<file path="src/rtl/ahb_cmd_master.sv">
// AHB-Lite single-transfer master fed by a command FIFO; returns one response per
// command in order through a two-entry response buffer.
module ahb_cmd_master #(
  parameter int AWIDTH    = 10,
  parameter int CMD_DEPTH = 4
) (
  input  logic              HCLK,
  input  logic              HRESET,
  input  logic              CMD_VALID,
  output logic              CMD_READY,
  input  logic              CMD_WRITE,
  input  logic [AWIDTH-1:0] CMD_ADDR,
  input  logic [2:0]        CMD_SIZE,
  input  logic [31:0]       CMD_WDATA,
  output logic              RSP_VALID,
  input  logic              RSP_READY,
  output logic [31:0]       RSP_RDATA,
  output logic              RSP_ERR,
  output logic              RSP_WRITE,
  output logic [AWIDTH-1:0] HADDR,
  output logic [1:0]        HTRANS,
  output logic              HWRITE,
  output logic [2:0]        HSIZE,
  output logic [2:0]        HBURST,
  output logic              HMASTLOCK,
  output logic [3:0]        HPROT,
  output logic [31:0]       HWDATA,
  input  logic [31:0]       HRDATA,
  input  logic              HREADY,
  input  logic              HRESP,
  output logic              BUSY
);

  localparam int PTR_W = $clog2(CMD_DEPTH);
  localparam int CNT_W = PTR_W + 1;
  localparam logic [CNT_W-1:0] DEPTH_C = CNT_W'(CMD_DEPTH);

  typedef struct packed {
    logic              is_write;
    logic [AWIDTH-1:0] addr;
    logic [2:0]        size;
    logic [31:0]       wdata;
  } cmd_t;

  typedef struct packed {
    logic        is_write;
    logic        err;
    logic [31:0] rdata;
  } rsp_t;

  cmd_t              fifo_mem_q [CMD_DEPTH];
  logic [PTR_W-1:0]  fifo_wr_q, fifo_rd_q;
  logic [CNT_W-1:0]  fifo_count_q, fifo_count_d;

  rsp_t              rsp_mem_q [2];
  logic              rsp_wr_q, rsp_rd_q;
  logic [1:0]        rsp_count_q, rsp_count_d;

  logic              dphase_q, dp_write_q;
  logic [31:0]       hwdata_q;

  logic              hold_q, hold_trans_q, hold_write_q;
  logic [AWIDTH-1:0] hold_addr_q;
  logic [2:0]        hold_size_q;

  cmd_t       head, cmd_in;
  rsp_t       rsp_new;
  logic       cmd_push, fifo_pop, rsp_push, rsp_pop;
  logic       issue_ok, aph_nonseq;
  logic [2:0] credit_sum;

  assign head   = fifo_mem_q[fifo_rd_q];
  assign cmd_in = '{is_write: CMD_WRITE, addr: CMD_ADDR, size: CMD_SIZE, wdata: CMD_WDATA};

  assign CMD_READY = (fifo_count_q < DEPTH_C);
  assign cmd_push  = CMD_VALID && CMD_READY;

  assign RSP_VALID = (rsp_count_q != 2'd0);
  assign rsp_pop   = RSP_VALID && RSP_READY;
  assign RSP_RDATA = RSP_VALID ? rsp_mem_q[rsp_rd_q].rdata    : 32'h0;
  assign RSP_ERR   = RSP_VALID ? rsp_mem_q[rsp_rd_q].err      : 1'b0;
  assign RSP_WRITE = RSP_VALID ? rsp_mem_q[rsp_rd_q].is_write : 1'b0;

  // Transfers in flight (buffered + data phase + this address phase) never exceed
  // the two response slots, so a stalled consumer can never overflow the buffer.
  assign credit_sum = {1'b0, rsp_count_q} + {2'b00, dphase_q} - {2'b00, rsp_pop};
  assign issue_ok   = (fifo_count_q != '0) && (credit_sum < 3'd2);

  // A waited address phase replays last cycle's values; otherwise the FIFO head
  // is presented directly so a queued command reaches the bus one cycle after push.
  always_comb begin
    // NOTE: every output gets a default first so no path leaves it unassigned (no latch).
    aph_nonseq = 1'b0;
    HADDR      = '0;
    HWRITE     = 1'b0;
    HSIZE      = 3'b000;
    if (hold_q) begin
      aph_nonseq = hold_trans_q;
      HADDR      = hold_addr_q;
      HWRITE     = hold_write_q;
      HSIZE      = hold_size_q;
    end else if (issue_ok) begin
      aph_nonseq = 1'b1;
      HADDR      = head.addr;
      HWRITE     = head.is_write;
      HSIZE      = head.size;
    end
  end

  assign HTRANS    = aph_nonseq ? 2'b10 : 2'b00;
  assign fifo_pop  = aph_nonseq && HREADY;
  assign HWDATA    = hwdata_q;
  assign HBURST    = 3'b000;
  assign HMASTLOCK = 1'b0;
  assign HPROT     = 4'b0011;

  assign rsp_push = dphase_q && HREADY;
  assign rsp_new  = '{is_write: dp_write_q, err: HRESP, rdata: (dp_write_q ? 32'h0 : HRDATA)};

  assign BUSY = (fifo_count_q != '0) || dphase_q || (rsp_count_q != 2'd0);

  always_comb begin
    fifo_count_d = fifo_count_q;
    case ({cmd_push, fifo_pop})
      2'b10:   fifo_count_d = fifo_count_q + CNT_W'(1);
      2'b01:   fifo_count_d = fifo_count_q - CNT_W'(1);
      default: fifo_count_d = fifo_count_q;
    endcase
    rsp_count_d = rsp_count_q;
    case ({rsp_push, rsp_pop})
      2'b10:   rsp_count_d = rsp_count_q + 2'd1;
      2'b01:   rsp_count_d = rsp_count_q - 2'd1;
      default: rsp_count_d = rsp_count_q;
    endcase
  end

  // NOTE: non-blocking assignments so every register samples pre-edge values.
  always_ff @(posedge HCLK) begin
    if (HRESET) begin
      fifo_wr_q    <= '0;
      fifo_rd_q    <= '0;
      fifo_count_q <= '0;
      rsp_wr_q     <= 1'b0;
      rsp_rd_q     <= 1'b0;
      rsp_count_q  <= 2'd0;
      dphase_q     <= 1'b0;
      dp_write_q   <= 1'b0;
      hwdata_q     <= 32'h0;
      hold_q       <= 1'b0;
      hold_trans_q <= 1'b0;
      hold_write_q <= 1'b0;
      hold_addr_q  <= '0;
      hold_size_q  <= 3'b000;
    end else begin
      fifo_count_q <= fifo_count_d;
      rsp_count_q  <= rsp_count_d;
      if (cmd_push) fifo_wr_q <= fifo_wr_q + PTR_W'(1);
      if (fifo_pop) fifo_rd_q <= fifo_rd_q + PTR_W'(1);
      if (rsp_push) rsp_wr_q  <= ~rsp_wr_q;
      if (rsp_pop)  rsp_rd_q  <= ~rsp_rd_q;
      if (HREADY) begin
        dphase_q   <= aph_nonseq;
        dp_write_q <= HWRITE;
        hwdata_q   <= (aph_nonseq && HWRITE) ? head.wdata : 32'h0;
      end
      hold_q       <= !HREADY;
      hold_trans_q <= aph_nonseq;
      hold_write_q <= HWRITE;
      hold_addr_q  <= HADDR;
      hold_size_q  <= HSIZE;
    end
  end

  // NOTE: storage arrays are not reset; the pointers and counts alone define validity.
  always_ff @(posedge HCLK) begin
    if (cmd_push) fifo_mem_q[fifo_wr_q] <= cmd_in;
    if (rsp_push) rsp_mem_q[rsp_wr_q]   <= rsp_new;
  end

endmodule

</file>
<file path="config.mk">
export PLATFORM = sky130hd
export DESIGN_NAME = ahb_cmd_master
export DESIGN_NICKNAME = d
export VERILOG_FILES = /design/src/rtl/ahb_cmd_master.sv
export SDC_FILE = /design/constraint.sdc
export NUM_CORES = 1
export LEC_CHECK = 0
export BUFFER_PORTS_ARGS = -buffer_cell sky130_fd_sc_hd__buf_2
export CORE_MARGIN = 8
export CORE_UTILIZATION = 30
export CTS_BUF_LIST = sky130_fd_sc_hd__clkbuf_2 sky130_fd_sc_hd__clkbuf_4 sky130_fd_sc_hd__clkbuf_8
export CTS_CLUSTER_DIAMETER = 50
export DETAILED_ROUTE_END_ITERATION = 8
export GPL_TIMING_DRIVEN = 0
export SKIP_LAST_GASP = 1
export SLEW_MARGIN = 20
export SYNTH_ARGS = -nofsm -noshare
export SYNTH_HDL_FRONTEND = slang
export SYNTH_SLANG_ARGS = --single-unit
</file>
<file path="constraint.sdc">
create_clock -name HCLK -period 4.05 [get_ports HCLK]
set_clock_uncertainty 0.15 [all_clocks]
set_input_delay 0.2025 -clock HCLK [delete_from_list [all_inputs] [get_ports HCLK]]
set_output_delay 0.2025 -clock HCLK [all_outputs]
set_load 0.05 [all_outputs]
</file>
==> flow_metrics.env, run 1 <==
export IMPL_period_needed_ps=3800
export IMPL_rows=73
export IMPL_final_util=0.397
export IMPL_total_power_w=0.00975
export IMPL_grt_pass1_wl_um=42600
export IMPL_wire_per_inst_um=17.2
export IMPL_avgViaCountPerCell=4.31
export IMPL_grt_start_max_net_pins=36
export IMPL_clock_latency_ps=620
export IMPL_area_growth_syn_to_layout_pct=31.0
export IMPL_leakagePower_nw=5.87
export IMPL_dieArea_um2=46700
export IMPL_synth_commonest_cells="edfxtp_1 (252), dfxtp_1 (64), nor2_1 (52), nor2b_1 (48), inv_1 (45)"
export IMPL_hp_class="primary input to register"
export IMPL_holdPathStages=5
export IMPL_syn_area_um2=12000
export IMPL_grt_remaining_overflow=0
export IMPL_synth_area_top_cells="edfxtp_1 (63%), dfxtp_1 (11%), mux4_2 (7.5%)"
export IMPL_core_um2=39600
export IMPL_cp_end_kind="primary output"
export IMPL_yosys_warnings=0
export IMPL_peakVddDrop_mv=0.317
export IMPL_hpwl_um=17600
export IMPL_ant_nets=0
export IMPL_power_density_nw_per_um2=619
export IMPL_yosysTopAreaCell="edfxtp_1"
export IMPL_layout_drive_gt1_share=0.333
export IMPL_drtIter0Drc=332
export IMPL_routed_wirelength_um=27500
export IMPL_ys_flop_type="edfxtp_1"
export IMPL_r2r_cells=15
export IMPL_gp_congestion=0.707
export IMPL_firstDrtPassIters=4
export IMPL_grt_pass1_vias=7472
export IMPL_maxSlewHeadroom=0.557
export IMPL_cts_path_max_buffers=3
export IMPL_n_fill_cell=3768
export IMPL_cts_made_buffers=55
export IMPL_start_kind="register"
export IMPL_synth_cell_types=33
export IMPL_maxSlewViolCount=0
export IMPL_arrival_ps=3450
export IMPL_seqPwrFrac=0.409
export IMPL_clk_pin_slew_worst_paths_ps=60
export IMPL_drv_cap=0
export IMPL_p_int_w=0.00657
export IMPL_rsz0062_at_grt="false"
export IMPL_cp_required_ps=3700
export IMPL_synth_cells=714
export IMPL_portBuffers=166
export IMPL_avgSynthCellArea_um2=16.8
export IMPL_route_detailed_drc=0
export IMPL_synth_top_area_share=0.629
export IMPL_cts_tree="built"
export IMPL_p_clk_frac=0.315
export IMPL_p_sw_frac=0.325
export IMPL_fmax_mhz=263
export IMPL_via_count=6901
export IMPL_outcome="finished clean"
export IMPL_nNetsFinal=1126
export IMPL_synth_edf_count=252
export IMPL_setup_viol=0
export IMPL_die_x_um=216
export IMPL_grt_use_total=0.116
export IMPL_clock_sinks=316
export IMPL_postSynth_asyncResetShare=0
export IMPL_synth_seq_cells=316
export IMPL_htree_levels=2
export IMPL_hold_viol=0
export IMPL_num_io_pins=177
export IMPL_cp_max_fo=10
export IMPL_cts_root_buf="clkbuf_8"
export IMPL_worst_pin_slew_ps=665
export IMPL_chipHeight_um=216
export IMPL_synth_most_common_cell="edfxtp_1"
export IMPL_p_comb_frac=0.276
export IMPL_path_class="register to primary output"
export IMPL_p_sw_w=0.00317
export IMPL_period_share=0.938
export IMPL_start_util=0.303
export IMPL_yosysSeqAreaShare=0.736
export IMPL_antenna_found_initial=2
-- worst max-delay path: stages (launching register included) --
cell,delay (ps)
dfxtp_2,350
nor2_4,110
inv_1,70
and2_1,210
ha_1,280
nand2b_1,160
fa_1,520
nor2b_1,230
and3_2,280
buf_4,200
a22o_1,180
buf_2,270
-- layer usage --
layer  vias to the layer above  GRT usage  share of wire  routed length [um]
met2                       215      0.191           0.47               13000
met1                      3367      0.142           0.43               12000
met5                         -          0              0                   0
met3                        47     0.0364          0.067                1850
met4                         0     0.0444          0.025                 688
li1                       3272          -              -                   -
-- worst paths after layout --
path | startpoint | to | slack (ps)
hold / removal | CMD_VALID | fifo_wr_q[0] | 140
hold reg to reg | HWDATA[20] | HWDATA[20] | 290
setup reg to reg | rsp_count_q[0] | fifo_count_q[2] | 300
setup / recovery | rsp_count_q[0] | HADDR[3] | 250
-- layout make-up --
type | instances | area [um2] | share of cell area
Tap cell | 525 | 657 | 0.0417
Clock inverter | 23 | 215 | 0.0137
Antenna cell | 2 | 5.00 | 0.000318
Clock buffer | 77 | 985 | 0.0625
Inverter | 45 | 169 | 0.0107
Timing Repair Buffer | 255 | 1800 | 0.115
Sequential cell | 316 | 8850 | 0.562
Multi-Input combinational cell | 317 | 2810 | 0.178
Buffer | 43 | 259 | 0.0164
-- flip-flops by register name, indices dropped and copies added (netlist names), 2 cells and up, named ones only --
signal and count:
fifo_wr_q 2, rsp_count_q 2, HWDATA 32, fifo_mem_q 184, hold_size_q 3, fifo_rd_q 2
hold_addr_q 10, rsp_mem_q 68, fifo_count_q 3
-- power by group through the flow --
stage	Clock (W)	Combinational, W	Sequential (W)
after floorplan	0	0.00184	0.00414
after global placement	0	0.00258	0.00406
after detailed placement	0	0.00263	0.00405
after CTS	0.00319	0.00274	0.00399
after global routing	0.00331	0.00290	0.00402
final	0.00307	0.00269	0.00398
-- cells in the final DEF, fill, tap and decap left out, types with 7 or more instances in the layout --
master / count
a21oi_1: 8
a22o_1: 13
buf_2: 168
buf_4: 21
clkbuf_1: 17
clkbuf_4: 12
clkbuf_8: 65
conb_1: 9
dfxtp_1: 62
dlygate4sd3_1: 82
edfxtp_1: 252
ha_1: 7
inv_1: 45
mux2i_1: 34
mux4_2: 40
nand2_1: 33
nor2_1: 50
nor2b_1: 48
o21ai_0: 22
o21ai_2: 10
-- cells by family after synthesis --
| family | after synthesis | synth area share |
|---|---|---|
| xor+xnor | 8 | 0.00583 |
| flops | 316 | 0.736 |
| simple gates | 150 | 0.0609 |
| compound gates | 61 | 0.0342 |
| fa+ha+maj | 9 | 0.0106 |
| buf+inv | 88 | 0.0354 |
| other cells | 2 | 0.000625 |
| mux | 80 | 0.116 |
-- repair_timing --
item	in CTS	in global routing
setup buffers	1	0
endpoints found under the hold margin	272	0
hold buffers	82	0
pin swaps	1	0
cloned	0	0
endpoints found under the setup margin	17	12
gates resized for setup	7	4
-- through the flow --
step / hold WS, ps / std cells / setup TNS, ps / instance area, um2 / worst slack, ps
6_report: 136 / 1603 / 0 / 15800 / 251
5_1_grt: 142 / 1603 / 0 / 15800 / 44.8
4_1_cts: 62.4 / 1601 / 0 / 15700 / 48.7
3_5_place_dp: 256 / 1418 / -527 / 13700 / -355
3_3_place_gp: 248 / 1412 / -555 / 13500 / -353
2_1_floorplan: 151 / 721 / 0 / 12000 / 41.4
(Power assumes the default switching activity.)
==> inputs of run 2 (changes only) <==
- CORE_UTILIZATION: 30 -> 59
- CTS_CLUSTER_DIAMETER: 50 -> 120
- PLACE_DENSITY: not set -> 0.82
==> run 2 against run 1 <==
Compared with the run above:
- first-iteration DRC count is 58% higher
- final cell count decreased by 17%
- fmax down 0.87%
- total power shrank 5.4%
- critical path depth unchanged
- largest cell class unchanged
- sequential power is essentially flat
- non-clock buffer count fell by 3
- design area fell by 4.0%
==> flow_metrics.env, run 2 (synthesized netlist as in run 1, its figures left out) <==
export IMPL_fmax_mhz=261
export IMPL_via_count=7003
export IMPL_maxSlewHeadroom=0.495
export IMPL_period_share=0.946
export IMPL_dieArea_um2=25200
export IMPL_antenna_found_initial=0
export IMPL_avgViaCountPerCell=5.25
export IMPL_routed_wirelength_um=25800
export IMPL_setup_viol=0
export IMPL_chipHeight_um=159
export IMPL_grt_remaining_overflow=0
export IMPL_core_um2=20100
export IMPL_rows=52
export IMPL_path_class="register to primary output"
export IMPL_grt_pass1_vias=7696
export IMPL_area_growth_syn_to_layout_pct=25.8
export IMPL_cts_path_max_buffers=3
export IMPL_pre_cts_ws_ps=-159
export IMPL_grt_pass1_wl_um=40600
export IMPL_finalInstanceArea_um2=15100
export IMPL_htree_levels=2
export IMPL_path_delay_family="simple AND/OR/NAND/NOR gates"
export IMPL_portBuffers=166
export IMPL_wire_per_inst_um=19.4
export IMPL_clock_latency_ps=550
export IMPL_setup_tns_ps=0
export IMPL_arrival_ps=3480
export IMPL_nNetsFinal=1116
export IMPL_cp_buffers_inverters=3
export IMPL_power_density_nw_per_um2=610
export IMPL_clock_sinks=316
export IMPL_cts_tree="built"
export IMPL_route_detailed_drc=0
export IMPL_total_power_w=0.00922
export IMPL_start_util=0.598
export IMPL_ant_nets=0
export IMPL_gp_congestion=0.748
export IMPL_critPathMaxStageDelay_ps=510
export IMPL_rsz0062_at_grt="false"
export IMPL_firstDrtPassIters=5
export IMPL_grt_use_total=0.202
export IMPL_layout_drive_gt1_share=0.313
export IMPL_cts_root_buf="clkbuf_8"
export IMPL_drv_cap=0
export IMPL_peakVddDrop_mv=0.378
export IMPL_cp_slowest_cell="fa_1"
export IMPL_hpwl_um=15000
export IMPL_grt_start_max_net_pins=47
export IMPL_leakagePower_nw=5.73
export IMPL_most_common_layout_cells="edfxtp_1 (252), buf_2 (167), dlygate4sd3_1 (82)"
export IMPL_outcome="finished clean"
export IMPL_hp_class="primary input to register"
export IMPL_drtIter0Drc=524
export IMPL_die_x_um=159
export IMPL_top_register="fifo_mem_q"
export IMPL_num_io_pins=177
export IMPL_hold_viol=0
export IMPL_crit_chain="nor2_4, inv_1, and2_1, ha_1, nand2b_1, fa_1, nor2b_1, and3_1, buf_4, a22o_1, buf_2"
export IMPL_clk_pin_slew_worst_paths_ps=60
export IMPL_start_kind="register"
export IMPL_n_antenna_cell=0
export IMPL_largest_reg_flops=184
export IMPL_layout_commonest_cell="edfxtp_1"
export IMPL_cts_made_buffers=48
export IMPL_period_needed_ps=3830
export IMPL_cp_required_ps=3700
export IMPL_finalWorstSetupSlack_ps=218
export IMPL_place_area_um2=13300
export IMPL_worst_pin_slew_ps=757
export IMPL_cp_end_kind="primary output"
export IMPL_maxSlewViolCount=0
export IMPL_cp_max_fo=10
==> run 2: layer usage <==
metal  global-route usage  vias up  share of wire
li1                     -     3246              -
met1                0.226     3459           0.40
met2                0.366      254           0.52
met3               0.0533       44          0.062
met4               0.0675        0          0.019
met5                    0        -              0
==> run 2: cell type report <==
| type | instances | area, um2 |
|---|---|---|
| clock buffer | 69 | 868 |
| inverter | 45 | 169 |
| timing repair buffer | 252 | 1740 |
| sequential | 316 | 8850 |
| buffer | 43 | 259 |
| tap | 270 | 338 |
| fill | 1149 | 4980 |
| multi-input combinational | 317 | 2810 |
| clock inverter | 21 | 93.8 |
==> run 2: power by group <==
part	internal [W]	switching [W]
logic	0.000898	0.00175
clock network	0.00138	0.00119
registers	0.00388	0.000120
total	0.00616	0.00306
==> run 2: worst min-delay path, cell delays in order <==
cell and delay (ps):
buf_2 100, nor2b_1 120, clkbuf_1 190, xnor2_1 180, nor2_1 30
==> run 2: metrics by stage <==
| stage | utilization | std cells | hold WS [ps] |
|---|---|---|---|
| after floorplan | - | 721 | 151 |
| after global placement | 0.657 | 1157 | 250 |
| after detailed placement | 0.662 | 1160 | 250 |
| after CTS | 0.751 | 1332 | 140 |
| after global routing | 0.752 | 1333 | 173 |
| final | 0.752 | 1333 | 161 |
==> run 2: repair_timing <==
| item | CTS | global route |
|---|---|---|
| hold endpoints to repair | 257 | 0 |
| hold buffers | 82 | 0 |
| endpoints found under the setup margin | 17 | 13 |
| pin swaps | 0 | 1 |
| buffers inserted | 0 | 1 |
| resized for setup | 7 | 2 |
==> run 2: worst paths after layout <==
check,from,to,slack (ps),cells after the start
worst min-delay path,CMD_VALID,fifo_wr_q[0],160,5
worst min register to register,HWDATA[29],HWDATA[29],300,2
worst max register to register,rsp_count_q[1],fifo_count_q[2],340,15
worst max-delay path,rsp_count_q[1],HADDR[3],220,11
==> inputs of run 3 (changes only) <==
- GPL_TIMING_DRIVEN: 0 -> not set
==> run 3 against run 2 <==
Compared with the run above:
- sequential power grew 3%
- final cell count fell by 2.4%
- utilization decreased by 0.95 points
- sequential share of layout area up 0.79 points
- setup slack better by 4.7 ps
- register-to-register slack better by 90 ps
- routed wire length is 0.82% lower
- global-route usage rose by 0.20 points
- critical path type unchanged
- largest power group unchanged
==> flow_metrics.env, run 3 (synthesized netlist as in run 1, its figures left out) <==
export IMPL_hold_buffers=82
export IMPL_setup_viol=0
export IMPL_largest_reg_flops=184
export IMPL_power_density_nw_per_um2=618
export IMPL_num_io_pins=177
export IMPL_worst_hold_slack_ps=77.9
export IMPL_nNetsFinal=1084
export IMPL_antenna_found_initial=1
export IMPL_cts_resized=0
export IMPL_clock_latency_ps=550
export IMPL_grt_pass1_wl_um=41100
export IMPL_final_util=0.743
export IMPL_dieArea_um2=25200
export IMPL_n_fill_cell=1158
export IMPL_cts_setup_buffers=0
export IMPL_period_share=0.945
export IMPL_cp_required_ps=3700
export IMPL_hold_viol=0
export IMPL_chipHeight_um=159
export IMPL_setup_tns_ps=0
export IMPL_grt_remaining_overflow=0
export IMPL_peakVddDrop_mv=0.365
export IMPL_start_util=0.598
export IMPL_hp_class="primary input to register"
export IMPL_drv_cap=0
export IMPL_clk_pin_slew_worst_paths_ps=60
export IMPL_arrival_ps=3470
export IMPL_pre_cts_ws_ps=451
export IMPL_cp_end_kind="primary output"
export IMPL_maxSlewViolCount=0
export IMPL_grt_pass1_vias=7587
export IMPL_layout_commonest_cell="edfxtp_1"
export IMPL_area_growth_syn_to_layout_pct=24.2
export IMPL_cts_tree="built"
export IMPL_maxSlewHeadroom=0.275
export IMPL_grt_use_total=0.204
export IMPL_wire_per_inst_um=19.7
export IMPL_htree_levels=2
export IMPL_finalWorstSetupSlack_ps=223
export IMPL_clock_sinks=316
export IMPL_drtIter0Drc=469
export IMPL_cts_made_buffers=48
export IMPL_finalInstanceArea_um2=14900
export IMPL_via_count=6985
export IMPL_worst_pin_slew_ps=1090
export IMPL_routed_wirelength_um=25600
export IMPL_layout_drive_gt1_share=0.315
export IMPL_most_common_layout_cells="edfxtp_1 (252), buf_2 (167), dlygate4sd3_1 (82)"
export IMPL_period_needed_ps=3830
export IMPL_top_register="fifo_mem_q"
export IMPL_firstDrtPassIters=5
export IMPL_cp_max_fo=13
export IMPL_leakagePower_nw=5.64
export IMPL_rsz0062_at_grt="false"
export IMPL_gp_congestion=0.719
export IMPL_rows=52
export IMPL_die_x_um=159
export IMPL_ant_nets=0
export IMPL_grt_start_max_net_pins=35
export IMPL_cts_root_buf="clkbuf_8"
export IMPL_outcome="finished clean"
export IMPL_core_um2=20100
export IMPL_start_kind="register"
export IMPL_path_class="register to primary output"
export IMPL_fmax_mhz=261
export IMPL_avgViaCountPerCell=5.37
export IMPL_place_area_um2=13100
export IMPL_cts_path_max_buffers=3
export IMPL_portBuffers=167
export IMPL_route_detailed_drc=0
export IMPL_hpwl_um=15000
[run 3: cell type report]
class / instances / area (um2) / share of cell area
clock buffer: 76 / 927 / 0.0621
inverter: 45 / 169 / 0.0113
multi-input combinational: 317 / 2790 / 0.187
sequential: 316 / 8850 / 0.593
antenna: 1 / 2.50 / 0.000168
timing repair buffer: 263 / 1760 / 0.118
clock inverter: 13 / 86.3 / 0.00578
tap: 270 / 338 / 0.0226
[run 3: power breakdown]
part / total [W] / internal [W] / switching, W
logic: 0.00245 / 0.000825 / 0.00163
clock network: 0.00266 / 0.00152 / 0.00115
registers: 0.00411 / 0.00389 / 0.000228
[run 3: path summary, 6_finish.rpt]
kind / slack (ps) / cells after the start / from / endpoint
worst max register to register: 430 / 15 / rsp_count_q[1] / fifo_count_q[2]
worst min-delay path: 80 / 4 / CMD_VALID / fifo_wr_q[0]
worst max-delay path: 220 / 10 / rsp_count_q[1] / HSIZE[1]
worst min register to register: 300 / 2 / HWDATA[24] / HWDATA[24]
[run 3: critical path: stages, from the launching register on]
cell      delay (ps)
dfxtp_1          360
nor2_2           130
inv_1             60
and2_1           190
ha_1             270
nand2b_1         160
fa_1             510
nor2b_1          200
and3_1           530
a22o_1           240
buf_2            270
[run 3: stage by stage]
| stage | power, W | instances |
|---|---|---|
| detailed placement | 0.00656 | 1129 |
| CTS | 0.00927 | 1300 |
| finish | 0.00923 | 1301 |
| floorplan | 0.00598 | 721 |
| global route | 0.00963 | 1301 |
| global placement | 0.00650 | 1129 |
[run 3: metal layers]
metal  routed length (um)  GRT usage
met1                10400      0.249
met2                12900      0.355
met3                 1710     0.0486
met4                  529     0.0610
met5                    0          0
